[config.mk]
export PLATFORM = sky130hd
export DESIGN_NAME = mpa_mips_wb_ctrl
export DESIGN_NICKNAME = d
export VERILOG_FILES = /design/src/rtl/mpa_mips_wb_ctrl.sv
export SDC_FILE = /design/constraint.sdc
export NUM_CORES = 1
export LEC_CHECK = 0
export BUFFER_PORTS_ARGS = -buffer_cell sky130_fd_sc_hd__buf_2
export CAP_MARGIN = 0
export CORE_ASPECT_RATIO = 1.2
export CORE_MARGIN = 2
export CORE_UTILIZATION = 35
export CTS_CLUSTER_DIAMETER = 120
export DETAILED_ROUTE_END_ITERATION = 10
export PLACE_DENSITY_LB_ADDON = 0.1
export REMOVE_ABC_BUFFERS = 1
export SKIP_CTS_REPAIR_TIMING = 1
export SLEW_MARGIN = 20
export SYNTH_ARGS = -nofsm -noshare
export SYNTH_HDL_FRONTEND = slang
export SYNTH_SLANG_ARGS = --single-unit
[constraint.sdc]
create_clock -name CLK -period 2.95 [get_ports CLK]
set_clock_uncertainty 0.2 [all_clocks]
set_input_delay 0.1475 -clock CLK [delete_from_list [all_inputs] [get_ports CLK]]
set_output_delay 0.1475 -clock CLK [all_outputs]
set_load 0.005 [all_outputs]
[src/rtl/mpa_mips_wb_ctrl.sv]
// mpa_mips_wb_ctrl
// Writeback controller that owns the single write port of the 32x32 register
// file. Load returns always take the port; ALU results go direct when nothing
// is queued, otherwise they wait in an in-order FIFO so ALU writes retire in
// acceptance order. A per-register busy scoreboard tracks outstanding loads
// so issue logic can stall on load-use hazards.
//
// Ports
//   CLK, HW_RSTn                 clock, async active-low reset
//   ALU_VLD/ALU_RD/ALU_DATA      ALU writeback request
//   ALU_RDY                      ALU request accepted when VLD && RDY (!full)
//   LD_VLD/LD_RD/LD_DATA         load return, never backpressured
//   LD_ISSUE/LD_ISSUE_RD         load issued to memory (sets busy)
//   CHK_A0/CHK_A1                scoreboard query addresses
//   CHK_BUSY0/CHK_BUSY1          busy[CHK_Ax], register 0 never busy
//   RF_A2/RF_DIN/RF_WE           registered register-file write port
//   Q_CNT                        FIFO occupancy
module mpa_mips_wb_ctrl #(
  parameter int DEPTH = 4
) (
  input  logic                     CLK,
  input  logic                     HW_RSTn,
  input  logic                     ALU_VLD,
  input  logic [4:0]               ALU_RD,
  input  logic [31:0]              ALU_DATA,
  output logic                     ALU_RDY,
  input  logic                     LD_VLD,
  input  logic [4:0]               LD_RD,
  input  logic [31:0]              LD_DATA,
  input  logic                     LD_ISSUE,
  input  logic [4:0]               LD_ISSUE_RD,
  input  logic [4:0]               CHK_A0,
  input  logic [4:0]               CHK_A1,
  output logic                     CHK_BUSY0,
  output logic                     CHK_BUSY1,
  output logic [4:0]               RF_A2,
  output logic [31:0]              RF_DIN,
  output logic                     RF_WE,
  output logic [$clog2(DEPTH):0]   Q_CNT
);

  localparam int AW = $clog2(DEPTH);
  localparam logic [AW:0] FULL_CNT = (AW+1)'(DEPTH);

  logic [AW:0]   r_cnt;
  logic [AW-1:0] r_wp;
  logic [AW-1:0] r_rp;
  logic [4:0]    r_mem_rd   [DEPTH];
  logic [31:0]   r_mem_data [DEPTH];
  logic [31:1]   r_busy;
  logic [4:0]    r_a2;
  logic [31:0]   r_din;
  logic          r_we;

  logic          w_alu_acc;
  logic          w_alu_nz;
  logic          w_ld_win;
  logic          w_empty;
  logic          w_pop;
  logic          w_direct;
  logic          w_push;
  logic [31:1]   w_busy_nxt;
  logic [31:0]   w_busy_all;

  assign ALU_RDY   = (r_cnt != FULL_CNT);
  assign w_empty   = (r_cnt == '0);
  assign w_alu_acc = ALU_VLD && ALU_RDY;
  // Destination-0 requests are accepted but dropped entirely.
  assign w_alu_nz  = w_alu_acc && (ALU_RD != 5'd0);
  assign w_ld_win  = LD_VLD && (LD_RD != 5'd0);
  assign w_pop     = !w_ld_win && !w_empty;
  // Direct path only with an empty FIFO keeps ALU writes in order.
  assign w_direct  = !w_ld_win && w_empty && w_alu_nz;
  assign w_push    = w_alu_nz && !w_direct;

  always_ff @(posedge CLK or negedge HW_RSTn) begin
    if (!HW_RSTn) begin
      r_cnt <= '0;
      r_wp  <= '0;
      r_rp  <= '0;
    end else begin
      if (w_push) r_wp <= r_wp + 1'b1;
      if (w_pop)  r_rp <= r_rp + 1'b1;
      if (w_push && !w_pop)      r_cnt <= r_cnt + 1'b1;
      else if (w_pop && !w_push) r_cnt <= r_cnt - 1'b1;
    end
  end

  // Storage needs no reset: occupancy alone decides what is valid.
  always_ff @(posedge CLK) begin
    if (w_push) begin
      r_mem_rd[r_wp]   <= ALU_RD;
      r_mem_data[r_wp] <= ALU_DATA;
    end
  end

  always_ff @(posedge CLK or negedge HW_RSTn) begin
    if (!HW_RSTn) begin
      r_a2  <= '0;
      r_din <= '0;
      r_we  <= 1'b0;
    end else if (w_ld_win) begin
      r_a2  <= LD_RD;
      r_din <= LD_DATA;
      r_we  <= 1'b1;
    end else if (w_pop) begin
      r_a2  <= r_mem_rd[r_rp];
      r_din <= r_mem_data[r_rp];
      r_we  <= 1'b1;
    end else if (w_direct) begin
      r_a2  <= ALU_RD;
      r_din <= ALU_DATA;
      r_we  <= 1'b1;
    end else begin
      r_we  <= 1'b0;
    end
  end

  // Set is applied after clear so a re-issued load keeps the register busy.
  always_comb begin
    w_busy_nxt = r_busy;
    if (LD_VLD && (LD_RD != 5'd0))
      w_busy_nxt[LD_RD] = 1'b0;
    if (LD_ISSUE && (LD_ISSUE_RD != 5'd0))
      w_busy_nxt[LD_ISSUE_RD] = 1'b1;
  end

  always_ff @(posedge CLK or negedge HW_RSTn) begin
    if (!HW_RSTn) r_busy <= '0;
    else          r_busy <= w_busy_nxt;
  end

  assign w_busy_all = {r_busy, 1'b0};
  assign CHK_BUSY0  = w_busy_all[CHK_A0];
  assign CHK_BUSY1  = w_busy_all[CHK_A1];

  assign RF_A2  = r_a2;
  assign RF_DIN = r_din;
  assign RF_WE  = r_we;
  assign Q_CNT  = r_cnt;

endmodule

Yosys cells after proc, flatten, opt, wreduce, memory -nomap -nowiden
Memories as Yosys holds them, arrays and structs flattened.
Cells that the tools add are included.
{"block": "totals", "ram_bits": 148, "output_inout_bits": 44, "reg_bits": 76, "inputBits": 94, "wordCells": 69, "n_memories": 2}
{"block": "op_classes", "add_sub_neg": 4, "order_cmp": 6, "n_bitwise": 3, "reduce_logical": 23, "eq_ne": 1, "mux": 23}
{"name": "r_mem_data", "words": 4, "width": 32, "rd": 1, "rd_clocked_by_memory_dff": 0, "wr": 1, "line": "49", "text": "logic [31:0] r_mem_data [DEPTH];"}
{"name": "r_mem_rd", "words": 4, "width": 5, "rd": 1, "rd_clocked_by_memory_dff": 0, "wr": 1, "line": "48", "text": "logic [4:0] r_mem_rd [DEPTH];"}
{"op": "$mux 32", "count": 3}
{"op": "$mux 31", "count": 2}
{"op": "$and 31x31->31", "count": 1}
{"op": "$not 31->31", "count": 1}
{"op": "$or 31x31->31", "count": 1}
{"op": "$lt 5x6->1 const B", "count": 4}
{"op": "$mux 5", "count": 3}
{"op": "$reduce_bool 5->1", "count": 3}
{"op": "$logic_and 1x1->1", "count": 12}
{"op": "$bmux 1 s5", "count": 2}
{"op": "$demux 1 s5", "count": 2}
{"op": "$ge 5x1->1 const B", "count": 2}
{"op": "$mux 1", "count": 9}
{"op": "$mux 3", "count": 2}
{"op": "$logic_not 1->1", "count": 5}
{"op": "$add 2x1->2 const B", "count": 2}
{"op": "$add 3x1->3 const B", "count": 1}
{"op": "$logic_not 3->1", "count": 1}
{"op": "$ne 3x3->1 const B", "count": 1}
{"op": "$reduce_bool 3->1", "count": 1}
{"op": "$sub 3x1->3 const B", "count": 1}
{"op": "$reduce_bool 2->1", "count": 1}

Logic depth before layout (Yosys ltp)
{"block": "logic_depth", "ltp_word": 11, "mapped_depth": 12, "depth_no_buf": 9}

Worst setup path after synthesis
Ideal clock, no wire load.
{"block": "synth_path", "path_kind": "input-to-reg", "startpoint": "in LD_RD[1]", "endpoint": "mem r_mem_data[0][0] (enable)", "n_path_buf": 1, "t_arrival_ns": 1.971, "setup_slack_ns": 0.381, "cell_stages": 5, "setup_ns": 0.398, "required_ns": 2.352, "path_cell_list": "clkbuf_1 > or2_2 > o21ai_0 > a21oi_1 > and2_1"}
{"block": "synth_via", "elab_chain_cells": 9}
{"element": "from (decl)", "line": "28", "text": "input logic [4:0] LD_RD,"}
{"element": "$reduce_bool 5->1", "line": "70", "text": "assign w_ld_win = LD_VLD && (LD_RD != 5'd0);"}
{"element": "$logic_and 1x1->1", "line": "70"}
{"element": "$logic_not 1->1", "line": "73", "text": "assign w_direct = !w_ld_win && w_empty && w_alu_nz;"}
{"element": "$logic_and 1x1->1 (2 in series)", "line": "73"}
{"element": "$logic_not 1->1", "line": "74", "text": "assign w_push = w_alu_nz && !w_direct;"}
{"element": "$logic_and 1x1->1", "line": "74"}
{"element": "named net w_push", "line": "61", "text": "logic w_push;"}
{"element": "$mux 1", "line": "91", "text": "if (w_push) begin"}
{"element": "$mux 1 (implied by the code)", "line": "93", "text": "r_mem_data[r_wp] <= ALU_DATA;"}
{"element": "to (decl)", "line": "49"}
The timed path passes the listed nets, and every way through them passes these cells.

Worst setup path after layout
{"block": "layout_path", "startpoint": "in LD_RD[4]", "endpoint": "reg r_busy[24] (netlist bit)"}
{"block": "layout_via", "elab_chain_cells": 9, "word_cells_on_any_way": 12, "classes_between": "order compare: 2; mux: 4; bitwise: 3; reduce/logical: 3"}
{"element": "$lt 5x6->1 (implied by the code) or $ge 5x1->1 (tied branches)", "line": "123", "text": "w_busy_nxt[LD_RD] = 1'b0;"}
{"element": "$logic_and 1x1->1 (implied by the code)", "line": "123"}
{"element": "$mux 1 (implied by the code)", "line": "123"}
{"element": "$demux 1 s5", "line": "123"}
{"element": "$not 31->31 (no source line)"}
{"element": "$and 31x31->31 (no source line)"}
{"element": "$mux 31 (*)", "line": "122", "text": "if (LD_VLD && (LD_RD != 5'd0))"}
{"element": "$or 31x31->31 (no source line)"}
{"element": "$mux 31 (*)", "line": "124", "text": "if (LD_ISSUE && (LD_ISSUE_RD != 5'd0))"}
{"element": "named net w_busy_nxt (one bit)", "line": "62", "text": "logic [31:1] w_busy_nxt;"}
{"element": "to (signal assigned)", "line": "130", "text": "else r_busy <= w_busy_nxt;"}
{"element": "to (decl)", "line": "50", "text": "logic [31:1] r_busy;"}
The timed path passes the listed nets; every way through them passes the cells marked *.
A chain may end at the register's enable or synchronous reset.

==> results_dict.tcl <==
set metrics [dict create \
    synthSimpleGateAreaFrac 0.126 \
    worstMarginPinSlew_ns 0.709 \
    grt_max_degree 109 \
    setup_violations 0 \
    leakage_nw 4.77 \
    vdd_ir_drop_max_mv 0.407 \
    clk_path_buf_depth 3 \
    period_minus_slack_ns 2.74 \
    r2r_cells 8 \
    worst_setup_path_start_kind "primary input" \
    drt_iter0_drc 444 \
    ys_seq_area_frac 0.639 \
    cts_tree "done" \
    place_hpwl_um 16500 \
    synth-xor-area-share 0.00529 \
    hold_viol 0 \
    h-tree-depth 1 \
    p_per_area_nw_per_um2 852 \
    worst_slack_ns 0.207 \
    diodes 0 \
    required_ns 3.16 \
    die_w_um 158 \
    cts.sinks 224 \
    p_int_w 0.00757 \
    numCtsBuffers 25 \
    grt.total_usage 0.174 \
    syn_avg_cell_area_um2 14.2 \
    yosys.area.top_type "edfxtp_1" \
    status "complete, no violations" \
    wl_met2_um 13700 \
    clk_latency_ns 0.52 \
    slew_headroom 0.528 \
    firstDrtPassIters 5 \
    synthTopCellsByArea "edfxtp_1 45%, dfrtp_1 19%, mux4_2 12%" \
    wl_um 26300 \
    grt.overflow.total 0 \
    drc 0 \
    crit_arrival_ns 2.95 \
    power.share.combinational 0.287 \
    finish.utilization 0.457 \
    path_max_fanout 9 \
    hp-class "primary input to async pin" \
    area_delta_synth_final_pct 28.6 \
    wl_met3_um 1140 \
    drv_slew 0 \
    synthDistinctLibCells 41 \
    rsz0062_at_grt "no" \
    grt_pass1_vias 6861 \
    floorplan.initialDensity 0.356 \
    drv_cap 0 \
    synthMuxAreaShare 0.120 \
    dp_slack_ns 0.279 \
    post-route-period-util 0.930 \
    final_common_cell "edfxtp_1" \
    portBuffers 137 \
    synth_top_cell_area_share 0.448 \
    clkPwrFrac 0.283 \
    io_pins 138 \
    cts-root-buf "clkbuf_16" \
    viasPerCell 5.24 \
    max_freq_mhz 365 \
    core_region_area_um2 27900 \
    power_switching_w 0.00330 \
    highest_layer "met4" \
    syn_inst 701 \
    synth_seq_cells 224 \
    die_area_um2 29700 \
    synth_top_family_by_area "simple AND/OR/NAND/NOR gates" \
    grt_pass1_wl_um 39700 \
    layout-drive-gt1-share 0.274 \
    num_vias 6896 \
    syn_area_um2 9930 \
    grt_antenna_before_repair 0 \
    die_h_um 188 \
    yosysWarnings 0 \
    synth-compound-area-share 0.0736 \
    power_frac_seq 0.430 \
    num_rows 67 \
    met1_length_um 10900 \
    wl_per_cell_um 20.0 \
    gp_congestion 0.870 \
    criticalPathCategory "primary input to flop" \
    fin_nets 1019 \
    clk_pin_slew_ns 0.06 \
    worst_setup_path_end_kind "flop" \
    synth-adder-area-share 0.00832 \
    finalSetupTns_ns 0 \
    postRouteAntennaNets 0 \
    layout_common_cells "148 x edfxtp_1, 136 x buf_2, 92 x dlygate4sd3_1, 75 x nand2_1, 74 x dfrtp_1" \
    p_sw_frac 0.304 \
]
[power groups by stage]
stage               registers, W  clock network (W)  logic (W)
finish                   0.00468            0.00308    0.00312
global placement         0.00472                  0    0.00300
CTS                      0.00472            0.00316    0.00305
detailed placement       0.00477                  0    0.00303
floorplan                0.00470                  0    0.00178
global route             0.00478            0.00330    0.00345
[layer usage]
metal | up-vias | global-route usage
li1 | 3164 | -
met1 | 3491 | 0.219
met2 | 197 | 0.308
met3 | 44 | 0.0292
met4 | 0 | 0.0469
met5 | - | 0
[final timing paths]
check	slack [ns]	endpoint	from
max in group asynchronous	1.89	r_busy[16]$_DFF_PN0_	HW_RSTn
worst min register to register	0.31	RF_DIN[30]$_DFFE_PN0P_	RF_DIN[30]$_DFFE_PN0P_
worst max-delay path	0.21	r_busy[24]$_DFF_PN0_	LD_RD[4]
worst min-delay path	0.02	r_busy[11]$_DFF_PN0_	HW_RSTn
worst max register to register	0.49	Q_CNT[2]$_DFFE_PN0P_	Q_CNT[0]$_DFFE_PN0P_
min in group CLK	0.03	r_busy[12]$_DFF_PN0_	LD_ISSUE
[registers in the layout, summed over array words and instances (netlist names)]
name,cells
r_busy,31
r_wp,2
r_mem_data,128
RF_A2,5
RF_WE,1
r_mem_rd,20
r_rp,2
Q_CNT,3
RF_DIN,32
[synthesized netlist by cell type]
library cell and count:
edfxtp_1 148, dfrtp_1 76, nand2_1 75, o21ai_0 64, mux4_2 51, nor2_1 39
nand4_1 38, and3_1 35, o31ai_1 35, clkbuf_1 23, buf_2 20, nand3b_1 10
nand3_1 8, nor2b_1 6, ha_1 5, inv_1 5, or3b_2 5, and2_1 4
buf_4 4, mux2_2 4, o211ai_1 4, xnor2_1 4, a2bb2oi_1 3, a32oi_1 3
buf_6 3, nand2b_1 3, nand4b_1 3, or3_1 3, or4_1 3, a2111oi_0 2
a221oi_1 2, and4b_1 2, nor4bb_1 2, xor2_1 2, a21oi_1 1, fa_1 1
inv_2 1, nor3_2 1, o21ai_2 1, o21ai_4 1, or2_2 1
[worst max-delay path: stages]
cell           delay (ns)
dlygate4sd3_1        0.54
buf_2                0.20
nand2_1              0.06
dlygate4sd3_1        0.56
o31ai_1              0.21
dlygate4sd3_1        0.58
o21ai_0              0.08
dlygate4sd3_1        0.57
[layout make-up]
class | instances | area [um^2]
Fill cell | 2531 | 15200
Sequential cell | 224 | 6350
Multi-Input combinational cell | 421 | 3330
Timing Repair Buffer | 241 | 1770
Clock buffer | 31 | 648
Tap cell | 379 | 474
Clock inverter | 15 | 164
Inverter | 6 | 22.5
[cells by family (layout without fill, tap and decap cells)]
kind of cell               count (synthesis)  after routing
adders and majority gates                  6              6
muxes                                     55             55
buffers and inverters                     56            293
DFF                                      224            224
and+or+nand+nor                          238            238
xor gates and xnor gates                   6              6
AOI/OAI and AO/OA                        116            116
[stage by stage]
step | total power [W] | cells | instance area [um^2] | hold slack, ns
finish | 0.0109 | 1317 | 12800 | 0.0242
global route | 0.0115 | 1317 | 12800 | 0.0372
CTS | 0.0109 | 1224 | 11800 | -0.511
detailed placement | 0.00780 | 1178 | 11000 | 0.0326
global placement | 0.00772 | 1178 | 11000 | 0.0236
floorplan | 0.00648 | 651 | 9680 | -0.348
No activity file was read; power rests on OpenSTA's default activity.
